--- config.mk ---
export PLATFORM = sky130hd
export DESIGN_NAME = vga_sync_decoder
export DESIGN_NICKNAME = d
export VERILOG_FILES = /design/src/rtl/vga_sync_decoder.sv
export SDC_FILE = /design/constraint.sdc
export NUM_CORES = 1
export LEC_CHECK = 0
export ABC_AREA = 1
export BUFFER_PORTS_ARGS = -buffer_cell sky130_fd_sc_hd__buf_2
export CORE_MARGIN = 4
export CORE_UTILIZATION = 60
export DETAILED_ROUTE_END_ITERATION = 8
export PLACE_DENSITY = 0.77
export SETUP_SLACK_MARGIN = 0.4
export SYNTH_ARGS = -nofsm -noshare
export SYNTH_HDL_FRONTEND = slang
export SYNTH_SLANG_ARGS = --single-unit
--- constraint.sdc ---
create_clock -name i_clock -period 2.5 [get_ports i_clock]
set_input_delay 0.25 -clock i_clock [delete_from_list [all_inputs] [get_ports i_clock]]
set_output_delay 0.25 -clock i_clock [all_outputs]
set_load 0.02 [all_outputs]
--- src/rtl/vga_sync_decoder.sv ---
// vga_sync_decoder: recovers raster position from a sampled hsync/vsync
// stream (640x480 timing by default), verifies the timing and reports lock,
// display window, frame start, timing errors and the measured line length.
// Optional build macro VGA_SYNC_DECODER_STATS_EN adds frame/error counters.
module vga_sync_decoder #(
  parameter int H_VISIBLE       = 640,
  parameter int H_FRONT         = 16,
  parameter int H_SYNC          = 96,
  parameter int H_BACK          = 48,
  parameter int V_VISIBLE       = 480,
  parameter int V_FRONT         = 10,
  parameter int V_SYNC          = 2,
  parameter int V_BACK          = 33,
  parameter int SYNC_ACTIVE_LOW = 1
) (
  input  logic       i_clock,
  input  logic       i_reset,
  input  logic       i_pixel_en,
  input  logic       i_hsync,
  input  logic       i_vsync,
  output logic [9:0] o_h_spot,
  output logic [9:0] o_v_spot,
  output logic       o_display_on,
  output logic       o_locked,
  output logic       o_frame_start,
  output logic       o_timing_err,
  output logic [9:0] o_line_len
`ifdef VGA_SYNC_DECODER_STATS_EN
  ,
  output logic [15:0] o_frame_count,
  output logic [7:0]  o_err_count
`endif
);

  localparam int H_TOTAL = H_VISIBLE + H_FRONT + H_SYNC + H_BACK;
  localparam int V_TOTAL = V_VISIBLE + V_FRONT + V_SYNC + V_BACK;

  localparam logic [9:0]  HS       = 10'(H_VISIBLE + H_FRONT);
  localparam logic [9:0]  VS       = 10'(V_VISIBLE + V_FRONT);
  localparam logic [9:0]  H_LAST   = 10'(H_TOTAL - 1);
  localparam logic [9:0]  V_LAST   = 10'(V_TOTAL - 1);
  localparam logic [9:0]  H_TOT10  = 10'(H_TOTAL);
  localparam logic [9:0]  H_SYNC10 = 10'(H_SYNC);
  localparam logic [9:0]  H_VIS10  = 10'(H_VISIBLE);
  localparam logic [9:0]  V_VIS10  = 10'(V_VISIBLE);
  // Missing hsync: nothing seen within one extra line (capped by saturation).
  localparam logic [9:0]  H_MISS   = 10'((2 * H_TOTAL < 1023) ? 2 * H_TOTAL : 1023);
  // Missing vsync: nothing seen within one extra frame.
  localparam logic [10:0] V_MISS   = 11'(2 * V_TOTAL);

  localparam logic [1:0] ST_SEARCH = 2'd0;
  localparam logic [1:0] ST_ALIGN  = 2'd1;
  localparam logic [1:0] ST_LOCKED = 2'd2;

  logic [1:0]  state_q, state_d;
  logic [9:0]  h_cnt_q, h_cnt_d;
  logic [9:0]  v_cnt_q, v_cnt_d;
  logic        hs_prev_q, hs_prev_d;
  logic        vs_prev_q, vs_prev_d;
  logic [9:0]  per_q, per_d;
  logic [9:0]  wid_q, wid_d;
  logic [10:0] lines_q, lines_d;
  logic [9:0]  line_len_q, line_len_d;
  logic        display_q, display_d;
  logic        frame_start_q, frame_start_d;
  logic        timing_err_q, timing_err_d;

  logic        hs_n, vs_n, hs_start, hs_end, vs_start;
  logic        h_wrap;
  logic [9:0]  h_free, v_free, per_inc, wid_inc, measured;
  logic [10:0] lines_inc;
  logic        hs_timeout, hs_stuck, vs_timeout;
  logic        align_err, locked_err;

  // Sync normalisation, edge detection and free-running counter arithmetic.
  always_comb begin
    hs_n      = (SYNC_ACTIVE_LOW != 0) ? ~i_hsync : i_hsync;
    vs_n      = (SYNC_ACTIVE_LOW != 0) ? ~i_vsync : i_vsync;
    hs_start  = hs_n & ~hs_prev_q;
    hs_end    = ~hs_n & hs_prev_q;
    vs_start  = vs_n & ~vs_prev_q;
    h_wrap    = (h_cnt_q == H_LAST);
    h_free    = h_wrap ? '0 : h_cnt_q + 10'd1;
    v_free    = h_wrap ? ((v_cnt_q == V_LAST) ? '0 : v_cnt_q + 10'd1) : v_cnt_q;
    per_inc   = (per_q == '1) ? per_q : per_q + 10'd1;
    wid_inc   = (wid_q == '1) ? wid_q : wid_q + 10'd1;
    lines_inc = (lines_q == '1) ? lines_q : lines_q + 11'd1;
    // Period in strobes including the current start strobe; 1023 saturates.
    measured  = per_inc;

    hs_timeout = !hs_start && (per_q >= H_MISS - 10'd1);
    hs_stuck   = hs_n && hs_prev_q && (wid_q >= H_TOT10);
    vs_timeout = !vs_start && (lines_q >= V_MISS);

    align_err = (hs_start && (measured != H_TOT10))
             || (hs_end && (wid_q != H_SYNC10))
             || hs_timeout || hs_stuck
             || (vs_start && !((h_free == '0) && (v_free == VS)))
             || (!vs_start && (h_free == '0) && (v_free == VS));

    locked_err = (hs_start && (h_cnt_q != HS - 10'd1))
              || (vs_start && (v_cnt_q != VS - 10'd1) && (v_cnt_q != VS))
              || hs_timeout || hs_stuck || vs_timeout;
  end

  // Next-state logic: everything holds unless a pixel strobe is present,
  // while the two pulse outputs fall back to zero on every clock.
  always_comb begin
    state_d       = state_q;
    h_cnt_d       = h_cnt_q;
    v_cnt_d       = v_cnt_q;
    hs_prev_d     = hs_prev_q;
    vs_prev_d     = vs_prev_q;
    per_d         = per_q;
    wid_d         = wid_q;
    lines_d       = lines_q;
    line_len_d    = line_len_q;
    display_d     = display_q;
    frame_start_d = 1'b0;
    timing_err_d  = 1'b0;

    if (i_pixel_en) begin
      hs_prev_d  = hs_n;
      vs_prev_d  = vs_n;
      h_cnt_d    = hs_start ? HS : h_free;
      v_cnt_d    = vs_start ? VS : v_free;
      per_d      = hs_start ? '0 : per_inc;
      wid_d      = hs_start ? 10'd1 : (hs_n ? wid_inc : wid_q);
      lines_d    = vs_start ? '0 : (h_wrap ? lines_inc : lines_q);
      line_len_d = hs_start ? measured : line_len_q;

      case (state_q)
        ST_SEARCH: begin
          if (vs_start) state_d = ST_ALIGN;
        end
        ST_ALIGN: begin
          if (align_err) begin
            state_d      = ST_SEARCH;
            timing_err_d = 1'b1;
          end else if (vs_start) begin
            state_d = ST_LOCKED;
          end
        end
        ST_LOCKED: begin
          if (locked_err) begin
            state_d      = ST_SEARCH;
            timing_err_d = 1'b1;
          end
        end
        default: state_d = ST_SEARCH;
      endcase

      display_d     = (state_d == ST_LOCKED) && (h_cnt_d < H_VIS10) && (v_cnt_d < V_VIS10);
      frame_start_d = (state_d == ST_LOCKED) && (h_cnt_d == '0) && (v_cnt_d == '0);
    end
  end

  // State register with synchronous reset.
  always_ff @(posedge i_clock) begin
    if (i_reset) begin
      state_q       <= ST_SEARCH;
      h_cnt_q       <= '0;
      v_cnt_q       <= '0;
      hs_prev_q     <= 1'b0;
      vs_prev_q     <= 1'b0;
      per_q         <= '0;
      wid_q         <= '0;
      lines_q       <= '0;
      line_len_q    <= '0;
      display_q     <= 1'b0;
      frame_start_q <= 1'b0;
      timing_err_q  <= 1'b0;
    end else begin
      state_q       <= state_d;
      h_cnt_q       <= h_cnt_d;
      v_cnt_q       <= v_cnt_d;
      hs_prev_q     <= hs_prev_d;
      vs_prev_q     <= vs_prev_d;
      per_q         <= per_d;
      wid_q         <= wid_d;
      lines_q       <= lines_d;
      line_len_q    <= line_len_d;
      display_q     <= display_d;
      frame_start_q <= frame_start_d;
      timing_err_q  <= timing_err_d;
    end
  end

  assign o_h_spot      = h_cnt_q;
  assign o_v_spot      = v_cnt_q;
  assign o_display_on  = display_q;
  assign o_locked      = (state_q == ST_LOCKED);
  assign o_frame_start = frame_start_q;
  assign o_timing_err  = timing_err_q;
  assign o_line_len    = line_len_q;

`ifdef VGA_SYNC_DECODER_STATS_EN
  logic [15:0] frame_count_q;
  logic [7:0]  err_count_q;

  // Statistics counters advance together with the pulses they count.
  always_ff @(posedge i_clock) begin
    if (i_reset) begin
      frame_count_q <= '0;
      err_count_q   <= '0;
    end else begin
      if (frame_start_d) frame_count_q <= frame_count_q + 16'd1;
      if (timing_err_d && (err_count_q != '1)) err_count_q <= err_count_q + 8'd1;
    end
  end

  assign o_frame_count = frame_count_q;
  assign o_err_count   = err_count_q;
`endif

endmodule

==> results.sh <==
export IMPL_status="complete, no violations"
export IMPL_dp_hpwl_microns=8490
export IMPL_cp_max_fo=6
export IMPL_r2r_slack_ns=0.32
export IMPL_peakVddDrop_mv=0.440
export IMPL_drive_above_1_share_pct=22.0
export IMPL_tightest_slew_ns=0.788
export IMPL_power_mw=2.54
export IMPL_gp_congestion=0.961
export IMPL_powerDensity_nw_per_um2=492
export IMPL_grt_overflow_total=0
export IMPL_synth_largest_area_cell="dfxtp_1"
export IMPL_rsz0062_at_grt="yes"
export IMPL_fin_crit_ns=2.18
export IMPL_grt_usage_pct=28.3
export IMPL_ys_flop_type="dfxtp_1"
export IMPL_grt_pass1_wl_microns=19400
export IMPL_cts_buffer_depth=2
export IMPL_clock_power_share_pct=40.8
export IMPL_ys_seq_elements=68
export IMPL_antenna_found_initial=0
export IMPL_dieWidth_microns=92.0
export IMPL_place_area_sq_um=4570
export IMPL_postRouteWirelength_microns=12400
export IMPL_syn_instance_count=646
export IMPL_swShare_pct=29.2
export IMPL_yosysWarnings=0
export IMPL_end_kind="register"
export IMPL_hp_class="input port to register"
export IMPL_synth_edf_count=0
export IMPL_cts_root_buf="clkbuf_8"
export IMPL_slew_viol_final=0
export IMPL_maxCapViolCount=0
export IMPL_grt_max_degree=24
export IMPL_fmax_mhz=458
export IMPL_syn_area_per_cell_sq_um=6.55
export IMPL_drc=0
export IMPL_timing_slew_headroom_pct=47.4
export IMPL_arrival_ns=2.46
export IMPL_path_clk_slew_ns=0.09
export IMPL_synth_top_area_share_pct=32.2
export IMPL_path_class="register to register"
export IMPL_r2r_cells=15
export IMPL_htree_levels=3
export IMPL_syn_cell_area_sq_um=4230
export IMPL_cts_num_sinks=68
export IMPL_skew_ns=0.0120
export IMPL_power_frac_comb_pct=13.5
export IMPL_switchingPower_uw=740
export IMPL_holdWs_ns=0.187
export IMPL_portBuffers=38
export IMPL_cts_made_buffers=9
export IMPL_synth_commonest_cells="nand2_1 (154), inv_1 (105), dfxtp_1 (68)"
export IMPL_finalSetupViolCount=0
export IMPL_wl_per_cell_microns=15.2
export IMPL_yosysUniqueCellTypes=44
export IMPL_pwr_share_seq_pct=45.7
export IMPL_diodes=0
export IMPL_design_area_sq_um=5150
export IMPL_startpoint_type="register"
export IMPL_timing_setup_tns_ns=0
export IMPL_die_h_microns=92.0
export IMPL_ioPinCount=39
export IMPL_timing_rr_end="o_timing_err"
export IMPL_p_leak_nw=2.36
export IMPL_placementRows=30
export IMPL_holdPathStages=2
export IMPL_yosys_top_cells_area="dfxtp_1 (32%), nand2_1 (14%), inv_1 (9.3%)"
export IMPL_drtIter0Drc=533
export IMPL_reg2reg_from="o_h_spot[8]"
export IMPL_die_area_sq_um=8460
export IMPL_finalHoldViolCount=0
export IMPL_post_route_period_util_pct=87.3
export IMPL_clkLatencyLatePin_ns=0.35
export IMPL_async_flop_share_pct=0
export IMPL_detail_route_antenna_nets=0
export IMPL_grt_pass1_vias=4051
export IMPL_cts_tree="built"
export IMPL_synth_most_common_cell="nand2_1"
export IMPL_area_growth_pct=21.8
export IMPL_start_util_pct=61.9
export IMPL_min_delay_worst_endpoint="vs_prev_q"
export IMPL_viasPerCell=5.76
export IMPL_p_int_mw=1.80
export IMPL_vias=4689
export IMPL_ys_seq_area_share_pct=32.2
export IMPL_synth_nets=666
export IMPL_core_area_sq_um=6830
export IMPL_nets=733
export IMPL_first_pass_iters=6
export IMPL_required_ns=2.78
export IMPL_hold_start="i_vsync"
==> layer usage <==
layer  GRT usage (%)  routed length [microns]  up-vias
met5               0                        0        -
met4            10.6                      306        0
met3            5.41                      931       35
met2            44.5                     5610      229
met1            38.4                     5530     2151
li1                -                        -     2274
==> cell type report <==
type / count / area (sq um)
inverter: 109 / 413
multi-input combinational: 458 / 2590
sequential: 68 / 1390
clock inverter: 7 / 98.8
clock buffer: 9 / 124
tap: 96 / 120
timing repair buffer: 67 / 420
fill: 541 / 1680
==> power groups by stage <==
stage | Sequential, mW | Combinational, mW | Clock (mW)
after floorplan | 1.20 | 0.178 | 0
after global placement | 1.18 | 0.298 | 0
after detailed placement | 1.18 | 0.300 | 0
after CTS | 1.16 | 0.311 | 1.05
after global routing | 1.16 | 0.374 | 1.09
final | 1.16 | 0.343 | 1.03
==> sequential cells by signal, summed over array words and instances, names as in the netlist <==
name,flops
lines_q,11
o_h_spot,10
o_line_len,10
o_v_spot,10
per_q,10
wid_q,10
state_q,2
hs_prev_q,1
o_display_on,1
o_frame_start,1
o_timing_err,1
vs_prev_q,1
==> stage by stage <==
stage	setup slack [ns]	util (%)	std cells
2_1_floorplan	0.432	-	646
3_3_place_gp	0.271	66.9	780
3_5_place_dp	0.239	66.9	780
4_1_cts	0.402	71.5	801
5_1_grt	0.175	75.4	814
6_report	0.317	75.4	814
==> kinds of logic after synthesis <==
group / after synthesis / share of synthesized area (%)
adder cells (fa/ha/maj): 15 / 4.44
AND/OR/NAND/NOR: 337 / 36.8
AO/OA/AOI/OAI: 101 / 14.6
XOR/XNOR: 3 / 0.621
buffers and inverters: 122 / 11.3
flip-flops: 68 / 32.2
==> how the worst max path moves through the flow <==
stage               slack [ns]           end  depth (start not counted)   startpoint
global route              0.17    state_q[1]                         15  o_h_spot[1]
finish                    0.32  o_timing_err                         15  o_h_spot[8]
detailed placement        0.24  o_display_on                         14     per_q[0]
global placement          0.27    state_q[0]                         12  o_v_spot[0]
floorplan                 0.43    state_q[1]                         17  o_v_spot[0]
CTS                       0.40    state_q[1]                         14  o_h_spot[8]
==> cells in the final DEF, fill, tap and decap left out, drive strengths merged <==
cell type	n
a211oi	5
a21oi	25
a221oi	5
a31oi	2
a32o	1
buf	67
bufinv	2
clkbuf	9
clkinv	4
clkinvlp	2
dfxtp	68
ha	15
inv	108
nand2	163
nand3	57
nand3b	2
nand4	24
nor2	75
nor3	10
nor3b	4
nor4	2
nor4b	1
o2111ai	2
o211ai	9
o21a	1
o21ai	30
o21bai	2
o22ai	17
o31ai	2
or2	1
xnor2	1
xor2	2
==> critical path, stage by stage (launching register included) <==
cell and delay [ns]:
dfxtp_2 0.39, inv_1 0.12, nor2_4 0.20, nand3_2 0.15
nor2_2 0.22, nand2_1 0.08, nand2_1 0.17, nor2_1 0.09
nand2_1 0.07, nor2_1 0.05, nand2_1 0.08, nand2_2 0.06
buf_4 0.14, nand3_1 0.08, nand2_1 0.08, a21oi_2 0.15
==> what timing repair did <==
item	4_1_cts	5_1_grt
hold buffers	0	0
setup endpoints to repair	7	10
pin swaps	5	16
cloned	2	1
buffers inserted	3	12
gates resized for setup	19	44
(Power assumes the default switching activity.)
